## src/rtl/cursor_grid_nav.sv

```systemverilog
`default_nettype none
// ============================================================================
// Module   : cursor_grid_nav
// Purpose  : Turns two ADC joystick axes into a cursor position on a
//            GRID_W x GRID_H board. Has dead-zone thresholds and diagonal
//            moves. A held deflection first steps after REPEAT_DELAY cycles,
//            then steps again every REPEAT_RATE cycles.
// Ports    : clk, rst_n      - clock, asynchronous active-low reset
//            enable          - navigation enable (0 freezes the cursor)
//            Xdata, Ydata    - raw axis samples (low = left/up, high = right/down)
//            position        - linear cell index row*GRID_W + col
//            row, col        - current cursor coordinates
//            moved           - one-cycle pulse on each accepted step
// Options  : CURSOR_WRAP_EN  - when defined, a step past an edge wraps to the
//                              opposite edge instead of saturating
// Revision : 1.0 - initial release
// ============================================================================
module cursor_grid_nav #(
  parameter int ADC_W        = 10,
  parameter int GRID_W       = 3,
  parameter int GRID_H       = 3,
  parameter int POS_W        = 4,
  parameter int LOW_TH       = 250,
  parameter int HIGH_TH      = 750,
  parameter int REPEAT_DELAY = 25000000,
  parameter int REPEAT_RATE  = 10000000
) (
  input  logic             clk,
  input  logic             rst_n,
  input  logic             enable,
  input  logic [ADC_W-1:0] Xdata,
  input  logic [ADC_W-1:0] Ydata,
  output logic [POS_W-1:0] position,
  output logic [3:0]       row,
  output logic [3:0]       col,
  output logic             moved
);

  localparam int c_CNT_MAX = (REPEAT_DELAY > REPEAT_RATE) ? REPEAT_DELAY : REPEAT_RATE;
  localparam int c_CNT_W   = (c_CNT_MAX > 1) ? $clog2(c_CNT_MAX) : 1;

  localparam logic [c_CNT_W-1:0] c_DELAY_LAST = c_CNT_W'(REPEAT_DELAY - 1);
  localparam logic [c_CNT_W-1:0] c_RATE_LAST  = c_CNT_W'(REPEAT_RATE - 1);

  localparam logic [ADC_W-1:0] c_LOW_TH  = ADC_W'(LOW_TH);
  localparam logic [ADC_W-1:0] c_HIGH_TH = ADC_W'(HIGH_TH);
  // The sample registers reset to a value inside the dead zone. This keeps
  // the first decode after reset release from reading as a deflection.
  localparam logic [ADC_W-1:0] c_CENTRE  = ADC_W'((LOW_TH + HIGH_TH) / 2);

  localparam logic [3:0] c_COL_MAX = 4'(GRID_W - 1);
  localparam logic [3:0] c_ROW_MAX = 4'(GRID_H - 1);
  localparam logic [3:0] c_COL_RST = 4'((GRID_W - 1) / 2);
  localparam logic [3:0] c_ROW_RST = 4'((GRID_H - 1) / 2);
  localparam logic [POS_W-1:0] c_POS_RST = POS_W'(((GRID_H - 1) / 2) * GRID_W + (GRID_W - 1) / 2);

  localparam logic [1:0] S_IDLE   = 2'd0;
  localparam logic [1:0] S_HOLD   = 2'd1;
  localparam logic [1:0] S_REPEAT = 2'd2;

  // Direction encoding per axis: 2'b11 = -1, 2'b01 = +1, 2'b00 = centred
  localparam logic [1:0] c_NEG = 2'b11;
  localparam logic [1:0] c_POS = 2'b01;
  localparam logic [1:0] c_ZERO = 2'b00;

  logic [ADC_W-1:0]   xs_q, ys_q;
  logic [1:0]         state_q, state_d;
  logic [c_CNT_W-1:0] cnt_q, cnt_d;
  logic [3:0]         last_dir_q, last_dir_d;
  logic [3:0]         row_q, row_d, col_q, col_d;
  logic [POS_W-1:0]   pos_q, pos_d;
  logic               moved_q, moved_d;

  logic [1:0]         w_dx, w_dy;
  logic [3:0]         w_dir;
  logic               w_step;
  logic [c_CNT_W-1:0] w_limit;

  // Move one axis by d, clamping or wrapping at 0 and maxv
  function automatic logic [3:0] f_axis(input logic [3:0] cur,
                                        input logic [1:0] d,
                                        input logic [3:0] maxv);
    logic [3:0] nxt;
    nxt = cur;
    if (d == c_POS) begin
      if (cur == maxv) begin
`ifdef CURSOR_WRAP_EN
        nxt = 4'd0;
`else
        nxt = cur;
`endif
      end else begin
        nxt = cur + 4'd1;
      end
    end else if (d == c_NEG) begin
      if (cur == 4'd0) begin
`ifdef CURSOR_WRAP_EN
        nxt = maxv;
`else
        nxt = cur;
`endif
      end else begin
        nxt = cur - 4'd1;
      end
    end
    return nxt;
  endfunction

  // Dead-zone decode. A sample equal to a threshold counts as centred.
  always_comb begin
    w_dx = c_ZERO;
    if (xs_q < c_LOW_TH)       w_dx = c_NEG;
    else if (xs_q > c_HIGH_TH) w_dx = c_POS;
    w_dy = c_ZERO;
    if (ys_q < c_LOW_TH)       w_dy = c_NEG;
    else if (ys_q > c_HIGH_TH) w_dy = c_POS;
  end

  assign w_dir   = {w_dx, w_dy};
  assign w_limit = (state_q == S_REPEAT) ? c_RATE_LAST : c_DELAY_LAST;

  // Hold/auto-repeat sequencer
  always_comb begin
    state_d    = state_q;
    cnt_d      = cnt_q;
    last_dir_d = last_dir_q;
    w_step     = 1'b0;
    if (!enable) begin
      state_d = S_IDLE;
      cnt_d   = '0;
    end else begin
      case (state_q)
        S_IDLE: begin
          if (w_dir != 4'd0) begin
            w_step     = 1'b1;
            last_dir_d = w_dir;
            cnt_d      = '0;
            state_d    = S_HOLD;
          end
        end
        S_HOLD, S_REPEAT: begin
          if (w_dir == 4'd0) begin
            cnt_d   = '0;
            state_d = S_IDLE;
          end else if (w_dir != last_dir_q) begin
            // A new direction steps at once and restarts the initial delay
            w_step     = 1'b1;
            last_dir_d = w_dir;
            cnt_d      = '0;
            state_d    = S_HOLD;
          end else if (cnt_q == w_limit) begin
            w_step  = 1'b1;
            cnt_d   = '0;
            state_d = S_REPEAT;
          end else begin
            cnt_d = cnt_q + c_CNT_W'(1);
          end
        end
        default: begin
          cnt_d   = '0;
          state_d = S_IDLE;
        end
      endcase
    end
  end

  // Position update. Both axes move in the same cycle, so diagonal moves
  // take a single step.
  always_comb begin
    col_d = col_q;
    row_d = row_q;
    if (w_step) begin
      col_d = f_axis(col_q, w_dx, c_COL_MAX);
      row_d = f_axis(row_q, w_dy, c_ROW_MAX);
    end
    pos_d = POS_W'(int'(row_d) * GRID_W + int'(col_d));
`ifdef CURSOR_WRAP_EN
    moved_d = w_step;
`else
    // A step blocked on both axes is not reported
    moved_d = w_step && ((col_d != col_q) || (row_d != row_q));
`endif
  end

  always_ff @(posedge clk or negedge rst_n) begin
    if (!rst_n) begin
      xs_q       <= c_CENTRE;
      ys_q       <= c_CENTRE;
      state_q    <= S_IDLE;
      cnt_q      <= '0;
      last_dir_q <= 4'd0;
      row_q      <= c_ROW_RST;
      col_q      <= c_COL_RST;
      pos_q      <= c_POS_RST;
      moved_q    <= 1'b0;
    end else begin
      xs_q       <= Xdata;
      ys_q       <= Ydata;
      state_q    <= state_d;
      cnt_q      <= cnt_d;
      last_dir_q <= last_dir_d;
      row_q      <= row_d;
      col_q      <= col_d;
      pos_q      <= pos_d;
      moved_q    <= moved_d;
    end
  end

  assign position = pos_q;
  assign row      = row_q;
  assign col      = col_q;
  assign moved    = moved_q;

endmodule
`default_nettype wire
```

## config.mk

```make
export PLATFORM = sky130hd
export DESIGN_NAME = cursor_grid_nav
export DESIGN_NICKNAME = d
export VERILOG_FILES = /design/src/rtl/cursor_grid_nav.sv
export SDC_FILE = /design/constraint.sdc
export NUM_CORES = 1
export LEC_CHECK = 0
export CORE_MARGIN = 10
export CORE_UTILIZATION = 45
export DETAILED_ROUTE_END_ITERATION = 6
export DONT_BUFFER_PORTS = 1
export PLACE_DENSITY = 0.6
export SLEW_MARGIN = 20
export SYNTH_ARGS = -nofsm -noshare
export SYNTH_HDL_FRONTEND = slang
export SYNTH_SLANG_ARGS = --single-unit
```

## constraint.sdc

```tcl
create_clock -name clk -period 4.55 [get_ports clk]
set_input_delay 0.455 -clock clk [delete_from_list [all_inputs] [get_ports clk]]
set_output_delay 0.455 -clock clk [all_outputs]
set_load 0.02 [all_outputs]
```

After elaboration in Yosys (flattened, before gate mapping)
Index checks and enable logic that the tools add are counted.
- register bits after elaboration: 64
- bits in latches: 0
- RAM bits: 0
- memory bits (read-only): 0
- input bits: 23
- output and inout port bits: 13
- logic and storage cells: 85
- memories: 0
- add/sub/neg operators: 6
- multipliers: 1
- div/mod/pow operators: 0
- order comparisons: 4
- equal/unequal tests: 17
- shift operators: 0
- mux-type cells: 37
- bitwise operators: 0
- reduce and logical (&&, ||, !) cells: 11
- operators with widths (operator ; number):
    $mux W25 ; 6
    $mux W4 ; 13
    $pmux W25 S2 ; 1
    $add A25 B1 Y25 const B ; 1
    $eq A25 B25 Y1 ; 1
    $gt A10 B10 Y1 const B ; 2
    $lt A10 B8 Y1 const B ; 2
    $mux W2 ; 7
    $logic_not A4 Y1 ; 3
    $ne A4 B4 Y1 ; 3
    $add A4 B1 Y4 const B ; 2
    $eq A4 B2 Y1 const B ; 2
    $pmux W4 S2 ; 1
    $sub A4 B1 Y4 const B ; 2
    $mux W1 ; 7
    $eq A2 B1 Y1 const B ; 3
    $eq A2 B2 Y1 const B ; 3
    $ne A2 B2 Y1 const B ; 3
    $ne A5 B5 Y1 const B ; 1
    $reduce_and A5 Y1 ; 1
    $add A4 B4 Y4 ; 1
    $mul A4 B2 Y4 const B ; 1
    $pmux W2 S2 ; 1
    $reduce_bool A4 Y1 ; 1
    other kinds (8) ; 8

Longest topological paths before layout
Gate-level depths: netlist (run 1).
- depth after elaboration: 12
- depth in mapped cells: 19
- mapped depth without buffers: 18

Least setup slack after synthesis (run 1)
Ideal clock, no wire load.
- kind: register to register
- start point: reg cnt_q[6]
- end point: reg pos_q[3], in the netlist position[3]
- setup time: 80 ps
- data arrival time: 4181 ps
- data required time: 4470 ps
- slack: 289 ps
- cell stages (with the launch flop): 18
- buffers on the path: 3
- clock period less this slack: 4261 ps
- cell sequence: dfrtp_1 -> buf_6 -> or4b_1 -> or4_1 -> a211oi_2 -> nor2_1 -> a2111o_1 -> buf_6 -> buf_2 -> o311a_1 -> fa_1 -> inv_1 -> ha_1 -> inv_1 -> fa_1 -> xnor2_1 -> xnor2_1 -> xnor2_1
- longest elaborated chain between the ends: 9
- elaborated cells between the ends (all ways): 10
- those cells by class: add/sub: 1; mul: 1; eq/ne: 1; mux: 7
- ends and longest elaborated chain (element ; RTL line ; RTL):
    from (decl) ; 68 ; logic [c_CNT_W-1:0] cnt_q, cnt_d;
    from (signal assigned) ; 200 ; cnt_q <= cnt_d;
    $eq A25 B25 Y1 (*) ; 151 ; end else if (cnt_q == w_limit) begin
    $mux W1 (*) ; 151 ;
    $mux W1 (*) ; 145 ; end else if (w_dir != last_dir_q) begin
    $mux W1 (*) ; 142 ; if (w_dir == 4'd0) begin
    $pmux W1 S2 (*) ; 132 ; case (state_q)
    $mux W1 (*) ; 128 ; if (!enable) begin
    $mux W4 ; 172 ; if (w_step) begin
    $mul A4 B2 Y4 ; 176 ; pos_d = POS_W'(int'(row_d) * GRID_W + int'(col_d));
    $add A4 B4 Y4 (*) ; 176 ;
    named net pos_d[3] ; 71 ; logic [POS_W-1:0] pos_q, pos_d;
    to (signal assigned) ; 194 ; pos_q <= c_POS_RST;
    to (signal assigned) ; 204 ; pos_q <= pos_d;
    to (decl) ; 71 ;
The timed path passes the listed nets; every way through them passes the cells marked *.
A chain may end at the register's enable or synchronous reset.

Worst setup path in the final report (run 1)
- start point: reg cnt_q[10]
- end point: reg pos_q[3], in the netlist position[3]
Same word-level chain as after synthesis.

==> metrics.md, run 1 <==
| Metric | Value |
|---|---|
| Yosys top cell area share | `0.3548` |
| Ant diodes | `0` |
| Total CTS buffers | `9` |
| Mux cell area share after synthesis | `0.02824` |
| Initial drt markers | `167` |
| Remaining antenna violation count | `0` |
| IR drop worst, VDD | `between 0.2 and 0.25 mV` |
| Port bufs | `0` |
| CTS tree | `yes` |
| Clk_skew | `0.008792 ns` |
| Clk Latency, worst-skew pair | `0.34 ns` |
| Clock slew at reported path FFs | `approximately 0.070 ns` |
| Critical setup path kind | `register to register` |
| Root Driver | `clkbuf_8` |
| FMAX | `around 230 MHz` |
| Drt drc | `0` |
| Final Hold Fails | `0` |
| DRT Wirelength | `7462 um` |
| Count leader, synth | `dfrtp_1` |
| Path type of the worst min-delay path | `primary input to register` |
| Final setup vio count | `0` |
| # IOs | `36` |
| Synth Area in Adders | `0.06807` |
| Cell area after synthesis | `3456 sq um` |
| Cell family with the largest share of critical-path delay | `compound AO/OA/AOI/OAI gates` |
| Worst slew pin tran | `a little under 0.9 ns` |
| Die H | `107.6 um` |
| HPWL after DPL | `5210 um` |
| Final Max Slew Viols | `0` |
| CP dominant cell by count | `xnor2_1` |
| Reg2reg path depth | `15` |
| Total power | `0.002081 W` |
| Starting Density | `0.4689` |
| Multi-input logic area | `1748 sq um` |
| Seq/Total Area, Yosys | `0.4689` |
| Number of synthesized flops with an enable pin | `0` |
| Clock sinks | `64` |
| Max incr delay on CP | `0.48 ns` |
| Crit share post-route | `0.9363` |
| Largest family of logic cells by synthesized area | `simple AND/OR/NAND/NOR gates` |
| Critical Path RT | `4.82 ns` |
| Syn Inst Count | `~350` |
| Setup slack after layout | `0.2900 ns` |
| Global-route usage over all layers | `0.1352` |
| Fillers | `676` |
| Critical path buffers and inverters | `3` |
| Post-Layout Inst Area | `3931 sq um` |
| End point of the critical path | `position[3]` |
| Final net count | `~400` |
| Tmin final | `4.260 ns` |
| Post-Synth Simple-Gate Area | `0.2104` |
| Startpoint Class | `register` |
| Remaining Overflow, GRT | `0` |
| Synth area leaders | `dfrtp_1 35%, dfstp_2 11%, ha_1 5.1%` |
| Commonest cells in the netlist | `49 x dfrtp_1, 35 x nand2_1, 34 x nor2_1` |
| Vias in the first global route | `2654` |
| P&R area growth vs syn | `13.76%` |
| CP endpoint kind | `register` |
| Static Leak | `roughly 1.7 nW` |
| Max_slew headroom | `0.4163` |
| Layout cell share with drive strength beyond 1 | `0.1658` |
| Synth Net Count | `385` |
| Drt wl/cell | `15.98 um` |
| CP Data Arrival Time | `approximately 4.5 ns` |
| Main synth FF type | `dfrtp_1` |
| Status | `complete, no violations` |
| Area after DPL | `3593 sq um` |
| Die footprint | `11590 sq um` |
| Syn Area/Cell | `approximately 10 sq um` |
| Worst R2R End | `position[3]` |
| Ratio of total power to cell area | `roughly 530 nW/um^2` |
| Initial antenna violation count | `0` |
| Levels on crit path | `15` |
| Post-synthesis sequential element count | `between 60 and 70` |
| Max clock buf depth | `2` |
| RD Place Congestion | `0.8098` |
| H-tree depth | `3` |
| Hold slack | `0.1043 ns` |
| First-pass GRT wire length | `about 13000 um` |
| Worst path slowest cell | `or4b_1` |
| Vias per cell | `5.615` |
| Vias after detailed routing | `2622` |
| # rows | `31` |
| CP cell instances | `or4b_1 > or4_4 > a211oi_4 > nor2_1 > a2111o_1 > clkbuf_2 > o311a_1 > fa_1 > inv_1 > ha_1 > inv_1 > fa_1 > xnor2_1 > xnor2_1 > xnor2_1` |
| Syn. warnings | `0` |
| Crit. Startpoint | `cnt_q[10]` |
| Router iterations before antenna repair | `4` |
| R2r setup slk | `0.29 ns` |
| Synth Area in XOR/XNOR | `0.04815` |
| Crit path max fanout | `7` |
| Compound-Gate Fraction of Synth Area | `0.1412` |
| DP Worst Slack | `0.1874 ns` |
| Max-cap violation count | `0` |
| Core ar. | `7370 sq um` |
| Largest net degree at the start of global routing | `65` |
| Die X | `~110 um` |
| Sequential cell area | `1622 sq um` |
| Area leader, netlist | `dfrtp_1` |
| FFs w/ async S/R, synth | `1.000` |
| Critical R2R Launch | `cnt_q[10]` |
| Yosys cell types | `58` |
where the power goes:
| part | leakage (nW) | switching, W | internal (W) | total [W] |
|---|---|---|---|---|
| Sequential | 0.792 | 0.000161 | 0.000671 | 0.000833 |
| Clock | 0.109 | 0.000230 | 0.000325 | 0.000555 |
| Combinational | 0.749 | 0.000371 | 0.000322 | 0.000693 |
repair_timing:
item | CTS | global route
hold buffers | 2 | 0
resized for setup | 0 | 8
setup endpoints to repair | 0 | 1
setup buffers | 0 | 5
endpoints found under the hold margin | 64 | 0
metrics by stage:
stage | util | cells | TNS (ns)
final | 0.5334 | 467 | 0
after global routing | 0.5334 | 467 | -0.01397
after CTS | 0.5239 | 462 | 0
after detailed placement | 0.4876 | 444 | 0
after global placement | 0.4876 | 444 | 0
after floorplan | - | 345 | 0
routing by layer:
layer / wire length [um] / part of all wire / GRT usage
met4: 125 / 0.017 / 0.04008
met2: 3453 / 0.46 / 0.2069
met1: 3432 / 0.46 / 0.1766
met5: 0 / 0 / 0
met3: 451 / 0.060 / 0.04551
worst min-delay path by stage:
stage	start	cells past startpoint	slack (ns)	end
6_report	Ydata[8]	0	0.10	ys_q[8]
5_1_grt	Ydata[2]	0	0.07	ys_q[2]
4_1_cts	Ydata[6]	0	0.09	ys_q[6]
3_5_place_dp	rst_n	0	0.16	xs_q[3]
3_3_place_gp	rst_n	0	0.16	xs_q[3]
2_1_floorplan	rst_n	0	0.16	cnt_q[0]
layout by cell type (no fill, tap or decap), types with 3 or more instances in the layout:
master	count
nand2_1	35
a31oi_1	3
dfrtp_1	48
fa_1	3
o21ai_1	3
dfstp_2	15
mux2i_1	3
xor2_1	10
nand4bb_1	3
a21oi_1	13
nand3_1	15
o21ai_0	22
xnor2_1	8
or3_1	3
and3_1	12
nand2b_1	4
nand4_1	5
nor3_1	4
nor2b_1	3
nor4b_1	3
inv_1	20
ha_1	14
o211ai_1	3
and4_1	4
nor2_1	34
clkbuf_8	10
buf_4	12
layout make-up:
cell class,count,area share
inverter,20,0.01910
sequential,64,0.4125
multi-input combinational,253,0.4446
timing repair buffer,15,0.03374
tap,99,0.03151
clock inverter,6,0.02355
clock buffer,10,0.03501
registers in the layout, indices dropped and copies added, names as in the netlist:
name        count
cnt_q          25
xs_q           10
ys_q           10
col             4
last_dir_q      4
position        4
row             4
state_q         2
moved           1
kinds of logic (layout without fill, tap and decap cells):
group / count (synthesis) / count (layout)
adder cells (fa/ha/maj): 17 / 17
flip-flops: 64 / 64
multiplexers: 7 / 7
buffers and inverters: 28 / 51
AO/OA/AOI/OAI: 73 / 73
XOR/XNOR: 19 / 19
AND/OR/NAND/NOR: 137 / 137
worst register-to-register path: stages, from the launching register on:
cell and delay [ns]:
dfrtp_2 0.44, or4b_1 0.49, or4_4 0.45, a211oi_4 0.23, nor2_1 0.07, a2111o_1 0.42, clkbuf_2 0.17, o311a_1 0.38
fa_1 0.48, inv_1 0.07, ha_1 0.14, inv_1 0.05, fa_1 0.37, xnor2_1 0.14, xnor2_1 0.19, xnor2_1 0.13
Power figures use the tool's default switching activity.
==> inputs of run 2 (changes only) <==
- BUFFER_PORTS_ARGS: not set -> -buffer_cell sky130_fd_sc_hd__buf_2
- DONT_BUFFER_PORTS: 1 -> not set
- PLACE_DENSITY: 0.6 -> 0.64
==> run 2 against run 1 <==
- routed wire length hardly changed
- total power is 0.55% lower
- utilization is 1.6 points higher
- worst setup slack worse by 0.11 ns
- flip-flop and latch count stayed put
- fmax is 2.6% lower
- non-clock buffer count is 34 higher
- hold slack better by 0.11 ns
- sequential share of layout area is 1.2 points lower
- first-iteration DRC count is 20% lower
- largest cell class unchanged
==> metrics.md, run 2 (synthesis results as in run 1) <==
| Metric | Value |
|---|---|
| Initial antenna violation count | `0` |
| Clock sinks | `64` |
| Status | `complete, no violations` |
| R2r setup slk | `0.18 ns` |
| Leading cell type in the layout, fill and taps excluded | `dfrtp_1` |
| Vias in the first global route | `2567` |
| End point of the critical path | `position[3]` |
| Ratio of total power to cell area | `510.8 nW/um^2` |
| Critical path buffers and inverters | `3` |
| Post-Layout Cell Count | `501` |
| CP dominant cell by count | `xnor2_1` |
| Remaining Overflow, GRT | `0` |
| Leading cell types in the layout, fill and taps excluded | `48 x dfrtp_1, 35 x nand2_1, 35 x buf_2` |
| Ant diodes | `0` |
| Cell family with the largest share of critical-path delay | `compound AO/OA/AOI/OAI gates` |
| Fillers | `664` |
| Clk Latency, worst-skew pair | `0.34 ns` |
| Root Driver | `clkbuf_8` |
| Remaining antenna violation count | `0` |
| Final setup vio count | `0` |
| Final Max Slew Viols | `0` |
| Max-cap violation count | `0` |
| Startpoint Class | `register` |
| Final Hold Fails | `0` |
| # rows | `31` |
| # IOs | `36` |
| Critical Path RT | `4.81 ns` |
| Clock slew at reported path FFs | `0.07 ns` |
| Final Util | `0.5497` |
| CP endpoint kind | `register` |
| Clk_skew | `~0.0084 ns` |
| Crit. Startpoint | `cnt_q[6]` |
| CP Data Arrival Time | `4.64 ns` |
| Die X | `107.6 um` |
| Core ar. | `roughly 7400 sq um` |
| Setup TNS | `0 ns` |
| Levels on crit path | `15` |
| CTS tree | `yes` |
| Critical setup path kind | `register to register` |
| Max reg flops | `25` |
| Starting Density | `0.4689` |
| Layout cell share with drive strength beyond 1 | `0.2388` |
| Max_slew headroom | `0.4413` |
| Max incr delay on CP | `0.55 ns` |
| Largest net degree at the start of global routing | `65` |
| Path type of the worst min-delay path | `primary input to register` |
| P&R area growth vs syn | `17.23%` |
| Max clock buf depth | `2` |
| Regs by FF count | `cnt_q: 25 flops, xs_q: 10 flops, ys_q: 10 flops` |
| Crit path max fanout | `7` |
| Unrepaired setup endpoints after global routing | `false` |
| DRT Wirelength | `7460 um` |
| Static Leak | `about 1.8 nW` |
| Total CTS buffers | `9` |
| Biggest register | `cnt_q` |
| Tmin final | `4.374 ns` |
| Port bufs | `35` |
| Initial drt markers | `between 100 and 150` |
| Vias per cell | `5.347` |
| Worst path slowest cell | `a2111o_2` |
| Hold-fix buffers at CTS | `0` |
| CP cell instances | `or4b_4 > or4_4 > a211oi_4 > nor2_1 > a2111o_2 > buf_6 > o311a_4 > fa_1 > inv_1 > ha_1 > inv_1 > fa_2 > xnor2_1 > xnor2_1 > xnor2_1` |
| Drt wl/cell | `14.89 um` |
| FMAX | `between 200 and 250 MHz` |
| Worst slew pin tran | `0.8380 ns` |
| Dpl cells | `479` |
| Die H | `107.6 um` |
| First-pass GRT wire length | `12590 um` |
| Vias after detailed routing | `2679` |
| H-tree depth | `3` |
| RD Place Congestion | `0.8156` |
| Drt drc | `0` |
| Worst R2R End | `position[3]` |
| Critical R2R Launch | `cnt_q[6]` |
| Global-route usage over all layers | `0.1342` |
| Router iterations before antenna repair | `4` |
| Die footprint | `11590 sq um` |
| Crit share post-route | `0.9612` |
| IR drop worst, VDD | `0.1941 mV` |
| Final net count | `437` |
| Reg2reg path depth | `15` |
| HPWL after DPL | `5251 um` |
## run 2: cell types whose count changed in the layout (fill, tap and decap cells not counted), sizes merged
cell         before  now
clkinvlp          2    1
buf              13   49
clkinv            2    3
bufinv            2    1
dlygate4sd3       1    0
## run 2: cell type report
type	count	area, sq um	area share
Multi-Input combinational cell	253	1749	0.4317
Clock buffer	11	141.4	0.03490
Clock inverter	5	56.30	0.01390
Tap cell	99	123.9	0.03057
Sequential cell	64	1622	0.4002
Timing Repair Buffer	49	284.0	0.07010
Inverter	20	75.07	0.01853
## run 2: repair_timing
action                     CTS  global route
setup endpoints to repair    0             1
hold endpoints to repair     0             0
buffers inserted             0             6
resized for setup            0            10
## run 2: worst min-delay path by stage
stage                  start       end  slack (ns)  cells past startpoint
floorplan              rst_n  cnt_q[0]        0.16                      0
global placement    cnt_q[2]  cnt_q[2]        0.49                      2
detailed placement  cnt_q[2]  cnt_q[2]        0.51                      2
CTS                 Ydata[6]   ys_q[6]        0.20                      1
global route        Xdata[7]   xs_q[7]        0.19                      1
finish              Ydata[6]   ys_q[6]        0.21                      1
## run 2: report_power, final
| group | switching (W) | internal (W) | total (W) |
|---|---|---|---|
| clock | 0.000220 | 0.000267 | 0.000487 |
| combinational | 0.000459 | 0.000370 | 0.000829 |
| sequential | 0.0000826 | 0.000671 | 0.000753 |
## run 2: per-stage QoR
stage	setup WS (ns)	hold slack (ns)	power, W	area [sq um]
after detailed placement	0.1182	0.5116	0.001559	3769
after global routing	0.005587	0.1906	0.002240	4051
after global placement	0.2150	0.4943	0.001556	3769
after CTS	0.07845	0.1996	0.002058	3966
after floorplan	0.2891	0.1594	0.001360	3456
final	0.1765	0.2113	0.002069	4051
## run 2: layer usage
| metal | wire length (um) | global-route usage |
|---|---|---|
| met1 | 3700 | 0.1835 |
| met2 | 3232 | 0.1934 |
| met5 | 0 | 0 |
| met4 | 133 | 0.05630 |
| met3 | 393 | 0.03772 |
## run 2: worst reg2reg max path, delay by kind of cell (launching register included)
| kind | cells | cell delay, ns |
|---|---|---|
| xor+xnor | 3 | 0.47 |
| compound gates | 3 | 1.14 |
| buf+inv | 3 | 0.28 |
| simple gates | 3 | 1.05 |
| flops | 1 | 0.45 |
| fa+ha+maj | 3 | 0.92 |
==> inputs of run 3 (changes only) <==
==> constraint.sdc (replaced) <==
create_clock -name clk -period 4.55 [get_ports clk]
set_input_delay 0 -clock clk [delete_from_list [all_inputs] [get_ports clk]]
set_output_delay 0 -clock clk [all_outputs]
set_load 0.02 [all_outputs]
==> run 3 against run 2 <==
- cell count grew 4.2%
- via count grew 2.8%
- first-iteration DRC count grew 6.0%
- sequential power is essentially flat
- clock power is essentially flat
- non-clock buffer count grew 21
- flip-flop and latch count is the same
- hold slack lost 0.17 ns
- die area is the same
- largest power group unchanged
- critical path depth is the same
- highest routed layer unchanged
- fmax is essentially flat
==> metrics.md, run 3 (synthesis results as in run 1) <==
| Metric | Value |
|---|---|
| Layout cell share with drive strength beyond 1 | `0.2270` |
| Regs by FF count | `cnt_q: 25 flops, xs_q: 10 flops, ys_q: 10 flops` |
| Initial drt markers | `141` |
| # IOs | `36` |
| Remaining Overflow, GRT | `0` |
| Post-Layout Inst Area | `about 4300 sq um` |
| Clk Latency, worst-skew pair | `0.33 ns` |
| Crit share post-route | `0.9613` |
| Die footprint | `roughly 12000 sq um` |
| Final setup vio count | `0` |
| Drt wl/cell | `14.70 um` |
| Critical path buffers and inverters | `3` |
| Dpl cells | `479` |
| Die X | `107.6 um` |
| Reg2reg path depth | `15` |
| Total power | `0.002082 W` |
| Crit path max fanout | `7` |
| Total CTS buffers | `9` |
| Router iterations before antenna repair | `4` |
| Critical setup path kind | `register to register` |
| Vias per cell | `approximately 5.3` |
| CP Data Arrival Time | `4.63 ns` |
| # rows | `31` |
| Status | `complete, no violations` |
| Port bufs | `35` |
| Tmin final | `about 4.4 ns` |
| Unrepaired setup endpoints after global routing | `false` |
| Max clock buf depth | `2` |
| Die H | `107.6 um` |
| Starting Density | `0.4689` |
| FMAX | `228.6 MHz` |
| Int Power | `0.001320 W` |
| Final net count | `458` |
| RD Place Congestion | `0.8156` |
| CP cell instances | `or4b_4 > or4_4 > a211oi_4 > nor2_1 > a2111o_2 > buf_6 > o311a_4 > fa_1 > inv_1 > ha_1 > inv_1 > fa_2 > xnor2_1 > xnor2_1 > xnor2_1` |
| Cell family with the largest share of critical-path delay | `compound AO/OA/AOI/OAI gates` |
| Hold depth | `3` |
| Comb power frac | `0.405` |
| Worst path slowest cell | `a2111o_2` |
| Worst slew pin tran | `between 0.8 and 0.9 ns` |
| Area after DPL | `3769 sq um` |
| IR drop worst, VDD | `between 0.15 and 0.2 mV` |
| Biggest register | `cnt_q` |
| Final Max Slew Viols | `0` |
| HPWL after DPL | `5251 um` |
| Setup slack after layout | `about 0.18 ns` |
| P&R area growth vs syn | `23.32%` |
| Clock sinks | `64` |
| Drt drc | `0` |
| Fillers | `643` |
| Remaining antenna violation count | `0` |
| Critical Path RT | `4.81 ns` |
| Final Hold Fails | `0` |
| Clock slew at reported path FFs | `0.07 ns` |
| Sw frac | `0.3660` |
| Post-Layout Cell Count | `522` |
| Max-cap violation count | `0` |
| Ratio of total power to cell area | `488.6 nW/um^2` |
| Static Leak | `roughly 1.9 nW` |
| Max incr delay on CP | `0.56 ns` |
| Setup TNS | `0 ns` |
| Ant diodes | `0` |
| DP Worst Slack | `between 0.1 and 0.15 ns` |
| Levels on crit path | `15` |
| Vias after detailed routing | `2754` |
| Sequential share of power | `0.362` |
| Path type of the worst min-delay path | `primary input to register` |
| CP dominant cell by count | `xnor2_1` |
| Max_slew headroom | `0.4374` |
| H-tree depth | `3` |
| Clk_skew | `0.008491 ns` |
| Vias in the first global route | `2667` |
| CTS tree | `yes` |
| Largest net degree at the start of global routing | `65` |
| Clk network pwr share | `0.233` |
| DRT Wirelength | `7676 um` |
| CP endpoint kind | `register` |
| Global-route usage over all layers | `0.1388` |
| Max reg flops | `25` |
| Core ar. | `7370 sq um` |
| Startpoint Class | `register` |
| Switch Pwr | `0.0007621 W` |
| Initial antenna violation count | `0` |
| Root Driver | `clkbuf_8` |
| Leading cell types in the layout, fill and taps excluded | `48 x dfrtp_1, 35 x nand2_1, 35 x buf_2` |
| First-pass GRT wire length | `13020 um` |
| Leading cell type in the layout, fill and taps excluded | `dfrtp_1` |
run 3: cell types whose count changed in the layout (fill, tap and decap cells not counted), sizes merged:
cell	before	now
dlygate4sd3	0	21
run 3: final timing paths:
path,startpoint,end,slack (ns)
setup reg to reg,cnt_q[6],position[3],0.18
setup / recovery,cnt_q[6],position[3],0.18
hold / removal,enable,state_q[0],0.04
max in group asynchronous,rst_n,cnt_q[6],3.63
hold reg to reg,cnt_q[0],cnt_q[0],0.52
min in group asynchronous,rst_n,cnt_q[3],0.37
run 3: worst register-to-register path, cell delays in order (launching register included):
cell and delay, ns:
dfrtp_2 0.45, or4b_4 0.54, or4_4 0.44, a211oi_4 0.22
nor2_1 0.07, a2111o_2 0.56, buf_6 0.16, o311a_4 0.36
fa_1 0.46, inv_1 0.07, ha_1 0.13, inv_1 0.05
fa_2 0.33, xnor2_1 0.19, xnor2_1 0.15, xnor2_1 0.13
run 3: layout make-up:
cell class / count / area [sq um] / area share
clock buffers: 11 / 141.4 / 0.03318
clock inverters: 5 / 56.30 / 0.01321
inverters: 20 / 75.07 / 0.01762
multi-input cells: 253 / 1749 / 0.4105
flip-flops and latches: 64 / 1622 / 0.3805
well taps: 99 / 123.9 / 0.02907
repair buffers: 70 / 494.2 / 0.1160
run 3: repair_timing:
action	in CTS	in global routing
buffers inserted	0	6
gates resized for setup	0	10
endpoints found under the hold margin	69	0
endpoints found under the setup margin	0	1
hold buffers	21	0
run 3: routing by layer:
metal | wire [um] | vias up | global-route usage
met4 | 89 | 0 | 0.05630
met5 | 0 | - | 0
met1 | 3767 | 1308 | 0.1886
met2 | 3441 | 56 | 0.2038
met3 | 377 | 12 | 0.03713
li1 | - | 1378 | -
run 3: through the flow:
stage / hold WS, ns / utilization
5_1_grt: 0.08053 / 0.5783
2_1_floorplan: -0.2956 / -
4_1_cts: 0.03341 / 0.5667
6_report: 0.03726 / 0.5783
3_5_place_dp: 0.1062 / 0.5114
3_3_place_gp: 0.1059 / 0.5114
run 3: power groups by stage:
| stage | registers, W | clock network (W) | logic, W |
|---|---|---|---|
| 2_1_floorplan | 0.000806 | 0 | 0.000554 |
| 3_3_place_gp | 0.000762 | 0 | 0.000794 |
| 3_5_place_dp | 0.000762 | 0 | 0.000797 |
| 4_1_cts | 0.000752 | 0.000499 | 0.000821 |
| 5_1_grt | 0.000770 | 0.000527 | 0.000958 |
| 6_report | 0.000754 | 0.000485 | 0.000843 |
